===== src/rtl/tlul_dev_to_mem.sv =====
// TL-UL device adapter: turns A-channel requests into a req/gnt/rvalid word memory
// access and returns in-order D-channel responses, answering malformed requests locally.
package tlul_dev_to_mem_pkg;

  typedef struct packed {
    logic        a_valid;
    logic [2:0]  a_opcode;
    logic [2:0]  a_param;
    logic [1:0]  a_size;
    logic [7:0]  a_source;
    logic [31:0] a_address;
    logic [3:0]  a_mask;
    logic [31:0] a_data;
    logic [15:0] a_user;
    logic        d_ready;
  } tl_h2d_t;

  typedef struct packed {
    logic        d_valid;
    logic [2:0]  d_opcode;
    logic [2:0]  d_param;
    logic [1:0]  d_size;
    logic [7:0]  d_source;
    logic        d_sink;
    logic [31:0] d_data;
    logic [15:0] d_user;
    logic        d_error;
    logic        a_ready;
  } tl_d2h_t;

  localparam logic [2:0] OpPutFullData    = 3'd0;
  localparam logic [2:0] OpPutPartialData = 3'd1;
  localparam logic [2:0] OpGet            = 3'd4;
  localparam logic [2:0] OpAccessAck      = 3'd0;
  localparam logic [2:0] OpAccessAckData  = 3'd1;

endpackage

module tlul_dev_to_mem
  import tlul_dev_to_mem_pkg::*;
#(
  parameter int unsigned MemAw       = 14,
  parameter int unsigned Outstanding = 2,
  parameter bit          ReadOnly    = 1'b0
) (
  input  logic             clk_i,
  input  logic             rst_i,
  input  tl_h2d_t          tl_i,
  output tl_d2h_t          tl_o,
  output logic             mem_req_o,
  input  logic             mem_gnt_i,
  output logic             mem_we_o,
  output logic [3:0]       mem_be_o,
  output logic [MemAw-1:0] mem_addr_o,
  output logic [31:0]      mem_wdata_o,
  input  logic             mem_rvalid_i,
  input  logic [31:0]      mem_rdata_i,
  input  logic             mem_err_i,
  output logic             busy_o
);

  localparam int unsigned   CW      = $clog2(Outstanding + 1);
  localparam int unsigned   PW      = (Outstanding > 1) ? $clog2(Outstanding) : 1;
  localparam logic [CW-1:0] Full    = CW'(Outstanding);
  localparam logic [PW-1:0] LastPtr = PW'(Outstanding - 1);

  typedef struct packed {
    logic       is_get;
    logic [1:0] size;
    logic [7:0] source;
    logic       local_err;
  } meta_t;

  typedef struct packed {
    logic [31:0] rdata;
    logic        err;
  } rsp_t;

  function automatic logic [PW-1:0] ptr_inc(input logic [PW-1:0] p);
    return (p == LastPtr) ? '0 : p + 1'b1;
  endfunction

  // hold register
  logic             hold_valid_q, hold_valid_d;
  logic             hold_err_q, hold_err_d;
  logic             hold_we_q, hold_we_d;
  logic [3:0]       hold_be_q, hold_be_d;
  logic [MemAw-1:0] hold_addr_q, hold_addr_d;
  logic [31:0]      hold_wdata_q, hold_wdata_d;

  // meta FIFO (occupancy is cnt), data FIFO, granted-but-unanswered count
  meta_t         meta_q [Outstanding];
  meta_t         meta_d [Outstanding];
  logic [PW-1:0] mwr_q, mwr_d, mrd_q, mrd_d;
  logic [CW-1:0] cnt_q, cnt_d;
  rsp_t          data_q [Outstanding];
  rsp_t          data_d [Outstanding];
  logic [PW-1:0] dwr_q, dwr_d, drd_q, drd_d;
  logic [CW-1:0] dcnt_q, dcnt_d;
  logic [CW-1:0] pend_q, pend_d;

  logic       a_ready, accept, gnt_fire, rv_fire, d_valid, pop, dpop;
  logic       a_is_get, a_is_put, a_err, aligned;
  logic [3:0] lanes;
  meta_t      head;
  rsp_t       dhead;

  logic unused_tl;
  assign unused_tl = ^{tl_i.a_param, tl_i.a_user, tl_i.a_address[31:MemAw+2]};

  // Lanes a well-formed request of this size/offset may touch.
  always_comb begin
    lanes   = 4'b0000;
    aligned = 1'b0;
    case (tl_i.a_size)
      2'd0: begin lanes = 4'b0001 << tl_i.a_address[1:0]; aligned = 1'b1; end
      2'd1: begin lanes = 4'b0011 << tl_i.a_address[1:0]; aligned = ~tl_i.a_address[0]; end
      2'd2: begin lanes = 4'b1111; aligned = (tl_i.a_address[1:0] == 2'b00); end
      default: ;
    endcase
    a_is_get = (tl_i.a_opcode == OpGet);
    a_is_put = (tl_i.a_opcode == OpPutFullData) || (tl_i.a_opcode == OpPutPartialData);
    a_err    = !(a_is_get || a_is_put) || !aligned
            || (tl_i.a_mask == 4'b0000) || ((tl_i.a_mask & ~lanes) != 4'b0000)
            || ((tl_i.a_opcode == OpPutFullData) && (tl_i.a_mask != lanes))
            || (ReadOnly && a_is_put);
  end

  assign a_ready   = (cnt_q < Full) && !hold_valid_q;
  assign accept    = tl_i.a_valid && a_ready;
  assign mem_req_o = hold_valid_q && !hold_err_q;
  assign gnt_fire  = mem_req_o && mem_gnt_i;
  // An rvalid with nothing granted has no home; dropping it keeps the data FIFO bounded.
  assign rv_fire   = mem_rvalid_i && (pend_q != '0);
  assign head      = meta_q[mrd_q];
  assign dhead     = data_q[drd_q];
  assign d_valid   = (cnt_q != '0) && (head.local_err || (dcnt_q != '0));
  assign pop       = d_valid && tl_i.d_ready;
  assign dpop      = pop && !head.local_err;

  always_comb begin
    hold_valid_d = hold_valid_q;
    hold_err_d   = hold_err_q;
    hold_we_d    = hold_we_q;
    hold_be_d    = hold_be_q;
    hold_addr_d  = hold_addr_q;
    hold_wdata_d = hold_wdata_q;
    meta_d       = meta_q;
    mwr_d        = mwr_q;
    mrd_d        = mrd_q;
    data_d       = data_q;
    dwr_d        = dwr_q;
    drd_d        = drd_q;

    if (accept) begin
      hold_valid_d  = 1'b1;
      hold_err_d    = a_err;
      hold_we_d     = !a_is_get;
      hold_be_d     = tl_i.a_mask;
      hold_addr_d   = tl_i.a_address[MemAw+1:2];
      hold_wdata_d  = tl_i.a_data;
      meta_d[mwr_q] = '{is_get: a_is_get, size: tl_i.a_size, source: tl_i.a_source,
                        local_err: a_err};
      mwr_d         = ptr_inc(mwr_q);
    end else if (gnt_fire || (hold_valid_q && hold_err_q)) begin
      hold_valid_d = 1'b0;
    end
    if (pop) mrd_d = ptr_inc(mrd_q);

    if (rv_fire) begin
      data_d[dwr_q] = '{rdata: mem_rdata_i, err: mem_err_i};
      dwr_d         = ptr_inc(dwr_q);
    end
    if (dpop) drd_d = ptr_inc(drd_q);

    cnt_d  = cnt_q + CW'(accept) - CW'(pop);
    dcnt_d = dcnt_q + CW'(rv_fire) - CW'(dpop);
    pend_d = pend_q + CW'(gnt_fire) - CW'(rv_fire);
  end

  always_ff @(posedge clk_i or posedge rst_i) begin
    if (rst_i) begin
      hold_valid_q <= 1'b0;
      hold_err_q   <= 1'b0;
      hold_we_q    <= 1'b0;
      hold_be_q    <= '0;
      hold_addr_q  <= '0;
      hold_wdata_q <= '0;
      meta_q       <= '{default: '0};
      mwr_q        <= '0;
      mrd_q        <= '0;
      cnt_q        <= '0;
      data_q       <= '{default: '0};
      dwr_q        <= '0;
      drd_q        <= '0;
      dcnt_q       <= '0;
      pend_q       <= '0;
    end else begin
      hold_valid_q <= hold_valid_d;
      hold_err_q   <= hold_err_d;
      hold_we_q    <= hold_we_d;
      hold_be_q    <= hold_be_d;
      hold_addr_q  <= hold_addr_d;
      hold_wdata_q <= hold_wdata_d;
      meta_q       <= meta_d;
      mwr_q        <= mwr_d;
      mrd_q        <= mrd_d;
      cnt_q        <= cnt_d;
      data_q       <= data_d;
      dwr_q        <= dwr_d;
      drd_q        <= drd_d;
      dcnt_q       <= dcnt_d;
      pend_q       <= pend_d;
    end
  end

  assign mem_we_o    = hold_we_q;
  assign mem_be_o    = hold_be_q;
  assign mem_addr_o  = hold_addr_q;
  assign mem_wdata_o = hold_wdata_q;
  assign busy_o      = hold_valid_q || (cnt_q != '0);

  // D fields come straight from FIFO heads, so they cannot move while stalled.
  always_comb begin
    tl_o          = '0;
    tl_o.a_ready  = a_ready;
    tl_o.d_valid  = d_valid;
    tl_o.d_opcode = head.is_get ? OpAccessAckData : OpAccessAck;
    tl_o.d_size   = head.size;
    tl_o.d_source = head.source;
    tl_o.d_error  = head.local_err || dhead.err;
    if (head.is_get) tl_o.d_data = tl_o.d_error ? 32'hFFFF_FFFF : dhead.rdata;
  end

endmodule

===== config.mk =====
export PLATFORM = sky130hd
export DESIGN_NAME = tlul_dev_to_mem
export DESIGN_NICKNAME = d
export VERILOG_FILES = /design/src/rtl/tlul_dev_to_mem.sv
export SDC_FILE = /design/constraint.sdc
export NUM_CORES = 1
export LEC_CHECK = 0
export ABC_CLOCK_PERIOD_IN_PS = 10800
export CAP_MARGIN = 20
export CORE_AREA = 2 2 121 123
export DETAILED_ROUTE_END_ITERATION = 10
export DIE_AREA = 0 0 123 125
export DONT_BUFFER_PORTS = 1
export PLACE_DENSITY_LB_ADDON = 0.08
export SYNTH_ARGS = -nofsm -noshare
export SYNTH_HDL_FRONTEND = slang
export SYNTH_SLANG_ARGS = --single-unit

===== constraint.sdc =====
create_clock -name clk_i -period 10.8 [get_ports clk_i]
set_input_delay 1.08 -clock clk_i [delete_from_list [all_inputs] [get_ports clk_i]]
set_output_delay 1.08 -clock clk_i [all_outputs]
set_load 0.02 [all_outputs]

Word-level counts from Yosys, hierarchy flattened:

Cells that the tools add are included.

* reduce and logical (&&, ||, !) cells: 37
* bitwise gates (word level): 7
* equality and inequality tests: 5
* shifts and indexed selects: 2
* div/mod/pow operators: 0
* $mul: 0
* order comparisons: 7
* muxes and demuxes: 23
* add/sub/neg operators: 10

Operators by type and width (count)
* 2-to-1 mux 33 bit: 4
* bitwise mux 66 bit: 1
* 2-to-1 mux 32 bit: 2
* 2-to-1 mux 12 bit: 4
* demux 33 bit (select 1 bit): 1
* bitwise mux 24 bit: 1
* demux 12 bit (select 1 bit): 1
* logical AND 1 bit: 12
* case mux 4 bit (3 select lines): 1
* logical OR 1 bit: 10
* >= comparator 2 bit (second input constant): 4
* inverter 1 -> 2 bit: 4
* nonzero test 2 bit: 4
* 2-to-1 mux 1 bit: 7
* adder 2 x 1 -> 2 bit: 3
* logical NOT 1 bit: 6
* subtractor 2 x 1 -> 2 bit: 3
* adder 1 bit (second input constant): 4
* AND 4 bit: 1
* logical NOT 2 bit: 2
* logical NOT 4 bit: 1
* < comparator 2 x 1 -> 1 bit (second input constant): 2
* != test 4 bit: 1
* inverter 4 bit: 1
* 11 further kinds: 11

* output and inout bits: 121
* bits in latches: 0
* bits in read-only memories: 0
* input port bits: 139
* word-level logic and storage cells: 116
* RAM bits: 0
* memories: 0
* bits in registers: 153

Logic depth before layout (Yosys ltp):

* depth after elaboration: 9
* gate-level depth with buffers: 10
* depth with buffers taken out: 7

Worst setup path before layout:

OpenSTA, ideal clock, no wires.

* path kind: input to register
* from: in tl_i[94] in the netlist's numbering
* to: reg hold_err_q
* path slack: 8.249 ns
* setup time: 0.088 ns
* data required time: 10.712 ns
* buffers on the path: 1
* cell stages on the path: 7
* data arrival time: 2.463 ns
* cell sequence: clkbuf_1 nor2b_1 nor2_1 ha_1 and4_1 o311a_1 a41oi_1

* word-level cells in the longest chain between the ends: 7
* elaborated cells between the ends (all ways): 15
* classes of those cells: eq/ne (3); mux (2); bitwise (2); reduce/logical (8)

RTL lines
* start: declaration: line 48 `input tl_h2d_t tl_i,`
* equality test 2 bit, or another cell as far along: line 115 `case (tl_i.a_size)`
* case mux 4 bit (3 select lines) / case mux 1 bit (3 select lines) (equally long branches): line 115
* inverter 4 bit / logical NOT 1 bit (equally long branches): line 124, 123
* AND 4 bit / logical OR 1 bit (equally long branches): line 124, 123
* nonzero test 4 bit / logical OR 1 bit (equally long branches): line 124 `|| (tl_i.a_mask == 4'b0000) || ((tl_i.a_mask & ~lanes) != 4'b0000)`
* logical OR 1 bit: line 124
* logical OR 1 bit *: line 125 `|| ((tl_i.a_opcode == OpPutFullData) && (tl_i.a_mask != lanes))`
* end signal: assignment: line 200 `hold_err_q <= hold_err_d;`
* end: declaration: line 85 `logic hold_err_q, hold_err_d;`

Every way passes the cells marked *; elsewhere a longest branch is shown, timed or not.
A chain may end at the register's enable or synchronous reset.

==> run summary <==
Run status - completed
Setup CP Type - flip-flop to output port
CTS root buffer - clkbuf_16
Distinct cell type count of the synthesized netlist - 41
Synth top cells by count - dfrtp_1 (153), mux2_2 (145), a21oi_1 (36), mux2i_1 (34), buf_4 (30)
Routed Antenna Nets - 0
Post-synthesis sequential element count - 153
Hpwl dp - 9150 µm
Nets@finish - 645
Synthesized area - 6950 µm²
# fillers - 1,206
Final Max Tran Viols - 0
CP Data Required Time - 9720 ps
Pre-CTS setup slack - 7420 ps
Clock buffer depth - 2
DRT Wirelength - 13,600 µm
Vias in the first global route - 4,181
Worst skew pair latency - 420 ps
H-tree levels - 4
Final Instance Area - 7630 µm²
Gr usage total - 18.1%
Most frequent cell after synthesis - dfrtp_1
Worst setup margin - 7000 ps
Critical path arrival - 2720 ps
Hold crit path type - flip-flop to flip-flop
Crit end category - output port
Slew @ Worst Pin - 1110 ps
Period minus WS final - 3800 ps
CP max-delay cell - dfrtp_2
P_leak - 0.00332 µW
CP bufs+invs - 1
Initial Util - 49.0%
Final hold violation count - 0
Worst path max stage delay - 1100 ps
Synth Flop Type - dfrtp_1
Vias after detailed routing - 3,786
Routed wire per std cell - 19.7 µm
Cells after synthesis - 503
Ranking of synthesized cells by area - dfrtp_1 (55%), mux2_2 (23%), mux2i_1 (4.9%), buf_4 (3.2%), a21oi_1 (2.6%)
Rel. slew slack - 26.1%
Maximum VDD drop - 137 µV
Initial antenna violation count - 0
Share of the synthesized area in the top cell type - 55.1%
Register area - 3830 µm²
Pwr dens - 358 nW/µm²
I/O pin cnt - 260
Placement Cell Area - 6980 µm²
Postcts setup bufs - 0
Crit-path max FO - 35
Clk_skew - 7.14 ps
DRT iter0 DRCs - 152
Ant. Diodes - 0
# hold bufs at CTS - 0
Avg Cell Area, Syn - 13.8 µm²
Avg Vias per Cell - 5.46
Total gr overflow - 0
Layout Utilization - 53.7%
# rows - 44
Area leader, netlist - dfrtp_1
First-pass GRT wire length - 21,300 µm
Die Span Y - 125 µm
CTS tree - done
EDFF count, synth - 0
Crit-path cells - nor2b_1 -> a211oi_4 -> buf_4 -> a21oi_1
Hold WS - 486 ps
CTS Sinks - 153
Area Growth Syn to Fin - 9.68%
Final worst-path cycle share - 35.2%
Fin Setup TNS - 0 ps
Async SR Flop Fraction - 100%
CTS buffer count - 17
Worst setup SP type - flip-flop
CP delay by family, top - flip-flops
Sequential share of the synthesized area - 55.1%
Clock-pin slew on the worst setup and hold paths - 60 ps
Area occupied by multi-input gates - 2830 µm²
Largest net degree at the start of global routing - 98
Final Setup Violations - 0
Yosys warns - 0
Ratio of cells with drive above 1 in the final layout - 37.9%
RSZ-0062 raised after global routing - false
DIE AREA - 15,400 µm²
FMAX - 263 MHz
Post_cts resized - 0
Detailed Routing Iterations Pass 1 - 3
CORE AREA - 14,200 µm²
Die X - 123 µm
Port bufs - 0
GP Congestion - 0.754
Max cap viols - 0
DRC - 0
==> power by group <==
part / switching, µW / internal [µW] / leakage [µW]
logic: 446 / 430 / 0.00121
clock network: 237 / 402 / 0.000315
registers: 350 / 866 / 0.00180
==> sequential cells by signal, summed over array words and instances, names as in the netlist <==
signal and count:
mem_wdata_o 32, hold_valid_q 1, mem_we_o 1, cnt_q 2, mem_addr_o 14, pend_q 2, meta_q 24, dwr_q 1
data_q 66, mrd_q 1, dcnt_q 2, mwr_q 1, mem_be_o 4, hold_err_q 1, drd_q 1
==> through the flow <==
step / cells / total power (µW)
6_report: 693 / 2730
2_1_floorplan: 524 / 1950
3_5_place_dp: 661 / 2120
5_1_grt: 693 / 2890
4_1_cts: 693 / 2770
3_3_place_gp: 660 / 2070
==> cell usage in the layout, fill, tap and decap left out, types with 2 or more instances in the layout <==
cell       instances
conb_1            22
bufinv_16          4
inv_6              2
o21ai_0            5
xnor2_1            7
mux2_2           145
clkinv_4           4
mux2i_1           33
buf_4              4
nor2b_1            5
xor2_1             3
a21oi_1           36
nand2_1            4
clkbuf_8           2
a41oi_1            2
ha_1              10
dfrtp_1          152
nor3_1             2
clkbuf_16         17
nor2_1            11
a31oi_1            2
clkinv_2           2
inv_1              9
==> final timing paths <==
kind / from / to / slack, ps / cells past startpoint
setup / recovery: drd_q / tl_o[40] / 7000 / 4
hold / removal: dcnt_q[1] / dcnt_q[1] / 490 / 1
setup reg to reg: mrd_q / dcnt_q[1] / 8440 / 7
hold reg to reg: dcnt_q[1] / dcnt_q[1] / 490 / 1
max in group asynchronous: rst_i / mrd_q / 8820 / 2
min in group asynchronous: rst_i / mem_addr_o[10] / 700 / 1
==> metal layers <==
layer	share of wire (%)	GRT usage, %	wire [µm]
met1	40	21.2	5410
met2	48	29.2	6600
met3	9.5	7.89	1300
met4	2.3	7.15	316
met5	0	0	0
==> kinds of logic after synthesis <==
logic type,after synthesis,synth area share (%)
flip-flops,153,55.1
multiplexers,181,28.8
AND/OR/NAND/NOR,34,2.95
AO/OA/AOI/OAI,52,4.37
other,1,0.0539
adder cells (fa/ha/maj),10,1.80
buffers and inverters,62,5.74
XOR/XNOR,10,1.26
==> layout make-up <==
type	count	area share (%)
Multi-Input combinational cell	309	37.1
Clock buffer	19	5.94
Inverter	10	0.558
Timing Repair Buffer	5	0.656
Clock inverter	13	2.53
Sequential cell	153	50.2
Tap cell	184	3.02
(Power assumes the default switching activity.)
